$ cat config.mk
export PLATFORM = sky130hd
export DESIGN_NAME = mux_nto1_stream_flat
export DESIGN_NICKNAME = d
export VERILOG_FILES = /design/src/rtl/mux_nto1_stream_pkg.sv /design/src/rtl/mux_nto1_stream_if.sv /design/src/rtl/mux_nto1_stream_arb.sv /design/src/rtl/mux_nto1_stream.sv /design/src/flat_wrapper.sv
export SDC_FILE = /design/constraint.sdc
export NUM_CORES = 1
export LEC_CHECK = 0
export BUFFER_PORTS_ARGS = -buffer_cell sky130_fd_sc_hd__buf_2
export CORE_ASPECT_RATIO = 0.8
export CORE_MARGIN = 10
export CORE_UTILIZATION = 48
export CTS_BUF_LIST = sky130_fd_sc_hd__clkbuf_16
export CTS_CLUSTER_DIAMETER = 100
export DETAILED_ROUTE_END_ITERATION = 7
export GPL_ROUTABILITY_DRIVEN = 0
export HOLD_SLACK_MARGIN = 0.15
export MAX_ROUTING_LAYER = met4
export PLACE_DENSITY = 0.81
export RECOVER_POWER = 25
export SLEW_MARGIN = 0
export SYNTH_ARGS = -nofsm -noshare
export SYNTH_HDL_FRONTEND = slang
export SYNTH_SLANG_ARGS = --single-unit
$ cat constraint.sdc
create_clock -name clk -period 9.9 [get_ports clk]
set_input_delay 1.98 -clock clk [delete_from_list [all_inputs] [get_ports clk]]
set_output_delay 1.98 -clock clk [all_outputs]
set_load 0.02 [all_outputs]
$ cat src/rtl/mux_nto1_stream_pkg.sv
// Shared constants and helpers for the N-to-1 stream selector.
package mux_pkg;

   localparam logic MODE_STATIC = 1'b0;
   localparam logic MODE_RR     = 1'b1;

   // Width of a channel index for n channels (at least one bit).
   function automatic int unsigned idx_width(input int unsigned n);
      return (n < 2) ? 1 : $clog2(n);
   endfunction

endpackage

$ cat src/rtl/mux_nto1_stream_if.sv
// Handshake bundle between the producers/consumer and the stream selector.
interface mux_nto1_stream_if
   import mux_pkg::*;
#(
   parameter int unsigned WIDTH = 8,
   parameter int unsigned N     = 4
);
   localparam int unsigned SELW = idx_width(N);

   logic                 mode;
   logic [SELW-1:0]      sel;
   logic [N-1:0]         in_valid;
   logic [N*WIDTH-1:0]   in_data;
   logic [N-1:0]         in_ready;
   logic                 out_valid;
   logic [WIDTH-1:0]     out_data;
   logic [SELW-1:0]      out_ch;
   logic                 out_ready;

   // Producer/consumer side.
   modport master (
      output mode, sel, in_valid, in_data, out_ready,
      input  in_ready, out_valid, out_data, out_ch
   );

   // Selector side.
   modport slave (
      input  mode, sel, in_valid, in_data, out_ready,
      output in_ready, out_valid, out_data, out_ch
   );

endinterface

$ cat src/rtl/mux_nto1_stream_arb.sv
// Combinational rotating-priority arbiter: the first request at or after ptr wins.
module mux_rr_arb
   import mux_pkg::*;
#(
   parameter int unsigned N    = 4,
   parameter int unsigned SELW = idx_width(N)
) (
   input  logic [N-1:0]    req,
   input  logic [SELW-1:0] ptr,
   output logic            gnt_vld,
   output logic [SELW-1:0] gnt_idx
);

   localparam int unsigned SW1 = SELW + 1;

   logic [N-1:0]    rot_c;
   logic [SELW-1:0] off_c;
   logic [SW1-1:0]  sum_c;

   // Rotate requests so that the channel at ptr lands on bit 0.
   always_comb begin
      rot_c = N'({req, req} >> ptr);
   end

   // Lowest set bit of the rotated vector is the winning offset.
   always_comb begin
      gnt_vld = 1'b0;
      off_c   = '0;
      for (int j = N - 1; j >= 0; j--) begin
         if (rot_c[j]) begin
            gnt_vld = 1'b1;
            off_c   = SELW'(j);
         end
      end
   end

   // Map the offset back to an absolute channel index, wrapping at N.
   always_comb begin
      sum_c = {1'b0, ptr} + {1'b0, off_c};
      if (sum_c >= SW1'(N)) begin
         sum_c = sum_c - SW1'(N);
      end
      gnt_idx = sum_c[SELW-1:0];
   end

endmodule

$ cat src/rtl/mux_nto1_stream.sv
// Registered N-to-1 stream selector with static and round-robin channel selection.
module mux_nto1_stream
   import mux_pkg::*;
#(
   parameter int unsigned WIDTH = 8,
   parameter int unsigned N     = 4
) (
   input  logic             clk,
   input  logic             rst_n,
   mux_nto1_stream_if.slave bus
);

   localparam int unsigned SELW = idx_width(N);

   logic                 out_valid_q, out_valid_d;
   logic [WIDTH-1:0]     out_data_q,  out_data_d;
   logic [SELW-1:0]      out_ch_q,    out_ch_d;
   logic [SELW-1:0]      ptr_q,       ptr_d;

   logic                 can_load_c;
   logic                 st_vld_c;
   logic                 rr_vld_c;
   logic [SELW-1:0]      rr_idx_c;
   logic                 grant_vld_c;
   logic [SELW-1:0]      grant_idx_c;
   logic [WIDTH-1:0]     grant_data_c;
   logic                 load_c;
   logic [N-1:0]         in_ready_c;

   mux_rr_arb #(
      .N    (N),
      .SELW (SELW)
   ) u_arb (
      .req     (bus.in_valid),
      .ptr     (ptr_q),
      .gnt_vld (rr_vld_c),
      .gnt_idx (rr_idx_c)
   );

   // Output slot can take a new word when empty or draining this cycle.
   always_comb begin
      can_load_c = !out_valid_q || bus.out_ready;
   end

   // Static grant; an out-of-range sel matches no channel and so never grants.
   always_comb begin
      st_vld_c = 1'b0;
      for (int i = 0; i < N; i++) begin
         if ((SELW'(i) == bus.sel) && bus.in_valid[i]) begin
            st_vld_c = 1'b1;
         end
      end
   end

   // Pick the active grant source for the current mode.
   always_comb begin
      if (bus.mode == MODE_RR) begin
         grant_vld_c = rr_vld_c;
         grant_idx_c = rr_idx_c;
      end else begin
         grant_vld_c = st_vld_c;
         grant_idx_c = bus.sel;
      end
      load_c = can_load_c && grant_vld_c;
   end

   // Data mux and one-hot ready for the granted channel.
   always_comb begin
      grant_data_c = '0;
      in_ready_c   = '0;
      for (int i = 0; i < N; i++) begin
         if (SELW'(i) == grant_idx_c) begin
            grant_data_c  = bus.in_data[i*WIDTH +: WIDTH];
            in_ready_c[i] = load_c;
         end
      end
   end

   // Next state of the output buffer and round-robin pointer.
   always_comb begin
      out_valid_d = out_valid_q;
      out_data_d  = out_data_q;
      out_ch_d    = out_ch_q;
      ptr_d       = ptr_q;
      if (load_c) begin
         out_valid_d = 1'b1;
         out_data_d  = grant_data_c;
         out_ch_d    = grant_idx_c;
         if (bus.mode == MODE_RR) begin
            ptr_d = (grant_idx_c == SELW'(N - 1)) ? '0 : grant_idx_c + SELW'(1);
         end
      end else if (out_valid_q && bus.out_ready) begin
         out_valid_d = 1'b0;
      end
   end

   // State registers; reset discards any buffered word and rewinds the pointer.
   always_ff @(posedge clk or negedge rst_n) begin
      if (!rst_n) begin
         out_valid_q <= 1'b0;
         out_data_q  <= '0;
         out_ch_q    <= '0;
         ptr_q       <= '0;
      end else begin
         out_valid_q <= out_valid_d;
         out_data_q  <= out_data_d;
         out_ch_q    <= out_ch_d;
         ptr_q       <= ptr_d;
      end
   end

   assign bus.in_ready  = in_ready_c;
   assign bus.out_valid = out_valid_q;
   assign bus.out_data  = out_data_q;
   assign bus.out_ch    = out_ch_q;

endmodule

$ cat src/flat_wrapper.sv
// flat-port wrapper written by rule: the top's interface ports become plain ports
module mux_nto1_stream_flat import mux_pkg::*;
#(
   parameter int unsigned WIDTH = 8,
   parameter int unsigned N     = 4
)
  (clk, rst_n, bus_mode, bus_sel, bus_in_valid, bus_in_data, bus_out_ready, bus_in_ready, bus_out_valid, bus_out_data, bus_out_ch);
  mux_nto1_stream_if #(.WIDTH(WIDTH), .N(N)) bus_i ();
  input  logic clk;
  input  logic rst_n;
  input wire logic [$bits(bus_i.mode)-1:0] bus_mode;
  input wire logic [$bits(bus_i.sel)-1:0] bus_sel;
  input wire logic [$bits(bus_i.in_valid)-1:0] bus_in_valid;
  input wire logic [$bits(bus_i.in_data)-1:0] bus_in_data;
  input wire logic [$bits(bus_i.out_ready)-1:0] bus_out_ready;
  output wire logic [$bits(bus_i.in_ready)-1:0] bus_in_ready;
  output wire logic [$bits(bus_i.out_valid)-1:0] bus_out_valid;
  output wire logic [$bits(bus_i.out_data)-1:0] bus_out_data;
  output wire logic [$bits(bus_i.out_ch)-1:0] bus_out_ch;
  assign bus_i.mode = bus_mode;
  assign bus_i.sel = bus_sel;
  assign bus_i.in_valid = bus_in_valid;
  assign bus_i.in_data = bus_in_data;
  assign bus_i.out_ready = bus_out_ready;
  assign bus_in_ready = bus_i.in_ready;
  assign bus_out_valid = bus_i.out_valid;
  assign bus_out_data = bus_i.out_data;
  assign bus_out_ch = bus_i.out_ch;
  mux_nto1_stream #(.WIDTH(WIDTH), .N(N)) u_core (.clk(clk), .rst_n(rst_n), .bus(bus_i));
endmodule
==> impl_results.rst <==
.. list-table::
   :header-rows: 1

   * - Metric
     - Value
   * - Result of the run
     - completed
   * - Post-route setup TNS
     - 0 ps
   * - Clk sinks
     - 13
   * - Actual slew at the worst max-slew pin
     - 906 ps
   * - Number of violations reported at the end of detailed-routing iteration 0
     - 66
   * - Hold bufs inserted after CTS
     - 0
   * - Die extent in x
     - 72.5 um
   * - Setup skew after layout
     - 4.50 ps
   * - RSZ-0062 raised after global routing
     - no
   * - Critical path start-end classification
     - input port to output pin
   * - Setup violations, final
     - 0
   * - Sequential cell area in the final layout
     - 325 um2
   * - Crit path required time
     - 7920 ps
   * - Sequential element share of the synthesized area
     - 30.8%
   * - Hold Violations, Final
     - 0
   * - Clock transition at the registers of the reported paths
     - 40 ps
   * - Worst hold path type
     - register to register
   * - DR DRC count
     - 0
   * - Deepest clock path buffer count
     - 2
   * - Area growth from synthesis to final layout
     - 31.7%
   * - Max FO, Critical Path
     - 17
   * - Post-CTS setup buffers
     - 0
   * - Fmax
     - 156 MHz
   * - Vias in the first global route
     - 1,137
   * - Relative slew slack
     - 39.6%
   * - FF+latch count, synth
     - 13
   * - Startpoint class of the critical path
     - input port
   * - Wire length of the first global-routing pass
     - 5.06 mm
   * - Number of max-cap violations
     - 0
   * - Total grt overflow
     - 0
   * - Number of diodes
     - 0
   * - Antenna Violating Nets Remaining
     - 0
   * - TritonRoute pass-1 iters
     - 4
   * - Core region area
     - 2120 um2
   * - Vias
     - 1,091
   * - Port-buffer cells
     - 56
   * - Wirelength, routed
     - 3.20 mm
   * - Boundary pin count
     - 57
   * - Clock tree from TritonCTS
     - yes
   * - Largest voltage drop on the vdd net
     - 0.208 mV
   * - Largest net degree at the start of global routing
     - 24
   * - Count of pins over their slew limit
     - 0
   * - Skew-Pair Late Insertion Delay
     - 240 ps
   * - Antenna violations before repair
     - 0
   * - Clock tree root driver cell
     - clkbuf_16
   * - Number of filler cells placed in the layout
     - 180
   * - Post-route fraction of the period consumed by the critical path
     - 64.6%
   * - Synthesized Nets
     - 170
   * - Vias per cell
     - 5.46
   * - Routed length per instance
     - 16.0 um
   * - Post-Syn Area per Cell
     - 8.60 um2
   * - Area enclosed by the die boundary
     - 4490 um2
   * - Final HPWL from detailed placement
     - 2.59 mm
   * - Area occupied by multi-input gates
     - 659 um2
   * - Fraction of layout cells with a size suffix above 1
     - 36.6%
   * - Element type at the critical path end
     - output pin
   * - Synth cell types
     - 33
   * - Cells after Synth
     - 123
   * - Global-route total usage across every layer
     - 14.1%
   * - Post-synthesis async set-or-reset flop share
     - 100%
   * - Most frequent cells in the layout
     - buf_2 (55), a21oi_1 (21), dfrtp_1 (13), nor2_1 (12)
   * - Number of enable-type register cells in the synthesized netlist
     - 0
   * - Most common cell after layout, fill and taps aside
     - buf_2
   * - Netlist area before placement
     - 1060 um2
   * - Post-CTS Resized
     - 0
   * - H-tree level count
     - 1
   * - Most used DFF post-synth
     - dfrtp_1
   * - Final net count
     - 223
   * - Min Clock Period, post-route
     - 6390 ps
   * - Pwr Density
     - 297 nW/um2
   * - Lkg Pwr
     - 0.680 nW
   * - Clock buffer count from CTS
     - 3
   * - Starting density of the core
     - 49.9%
   * - Signal arrival time at the worst endpoint
     - 4410 ps
   * - Height of the die
     - 62.0 um
   * - Number of cell rows
     - 15
   * - Warnings from Yosys
     - 0
   * - Hold slack
     - 496 ps
cell type report:
type | count | share of cell area (%)
clock buffers | 3 | 5.39
clock inverters | 1 | 0.270
multi-input cells | 97 | 47.3
repair buffers | 56 | 20.0
well taps | 25 | 2.25
flip-flops and latches | 13 | 23.4
inverters | 5 | 1.35
through the flow:
stage / instances / utilization [%] / setup WS, ps / instance area, um2 / power (W)
2_1_floorplan: 123 / - / 3700 / 1060 / 0.000272
3_3_place_gp: 196 / 62.0 / 3710 / 1320 / 0.000330
3_5_place_dp: 196 / 62.0 / 3600 / 1320 / 0.000337
4_1_cts: 200 / 65.7 / 3540 / 1390 / 0.000416
5_1_grt: 200 / 65.7 / 3250 / 1390 / 0.000449
6_report: 200 / 65.7 / 3510 / 1390 / 0.000413
metal layers:
layer | GRT usage (%) | vias to the layer above | routed length (um)
met4 | 3.51 | 0 | 28
li1 | - | 548 | -
met5 | - | - | 0
met3 | 6.19 | 7 | 350
met1 | 15.2 | 497 | 1320
met2 | 23.5 | 39 | 1500
worst paths after layout:
| kind | slack [ps] | from | cells after the start | endpoint |
|---|---|---|---|---|
| worst max-delay path | 3510 | bus_in_valid[0] | 13 | bus_in_ready[3] |
| worst min-delay path | 500 | u_core.bus.out_data[6] | 1 | u_core.bus.out_data[6] |
| worst max register to register | 6560 | u_core.ptr_q[1] | 16 | u_core.bus.out_data[0] |
| worst min register to register | 500 | u_core.bus.out_data[6] | 1 | u_core.bus.out_data[6] |
| max in group asynchronous | 7710 | rst_n | 1 | u_core.bus.out_data[1] |
| min in group asynchronous | 1750 | rst_n | 1 | u_core.bus.out_ch[0] |
logic make-up (layout without fill, tap and decap cells):
logic type | Yosys count | after routing | synth area share, %
AND/OR/NAND/NOR | 48 | 48 | 24.3
adder cells (fa/ha/maj) | 5 | 5 | 5.92
flip-flops | 13 | 13 | 30.8
buffers and inverters | 13 | 65 | 6.86
XOR/XNOR | 1 | 1 | 0.829
AO/OA/AOI/OAI | 37 | 37 | 23.6
multiplexers | 6 | 6 | 7.81
power by group:
part / leakage (nW) / internal, W / switching, W
Combinational: 0.489 / 0.0000977 / 0.000142
Sequential: 0.148 / 0.0000786 / 0.0000192
Clock: 0.0423 / 0.0000533 / 0.0000224
sequential cells by signal (all words and copies together), names as in the netlist:
signal / cells
u_core.bus.out_ch: 2
u_core.bus.out_data: 8
u_core.bus.out_valid: 1
u_core.ptr_q: 2
synth_stat cells, types with 2 or more instances:
cell type / instances / area, um2
inv_1: 5 / 18.8
nand2_1: 5 / 18.8
nor3_1: 9 / 45.0
mux2i_1: 3 / 30.0
ha_1: 5 / 62.6
a221oi_1: 7 / 61.3
and2_1: 3 / 18.8
nor2b_1: 9 / 56.3
o21ai_0: 2 / 10.0
o211ai_1: 2 / 15.0
nand2b_1: 3 / 18.8
nor2_1: 12 / 45.0
a21oi_1: 21 / 105
dfrtp_1: 13 / 325
buf_6: 3 / 33.8
clkbuf_1: 4 / 15.0
critical path, cell delays in order:
cell     delay [ps]
buf_2           160
inv_1            80
o21ai_0         180
a21oi_1         100
nor3_1          180
a21oi_1          70
ha_1            190
xor2_1          150
a31o_1          230
a31oi_4         200
ha_1            530
and2_1          200
buf_2           160
(Power assumes the default switching activity.)
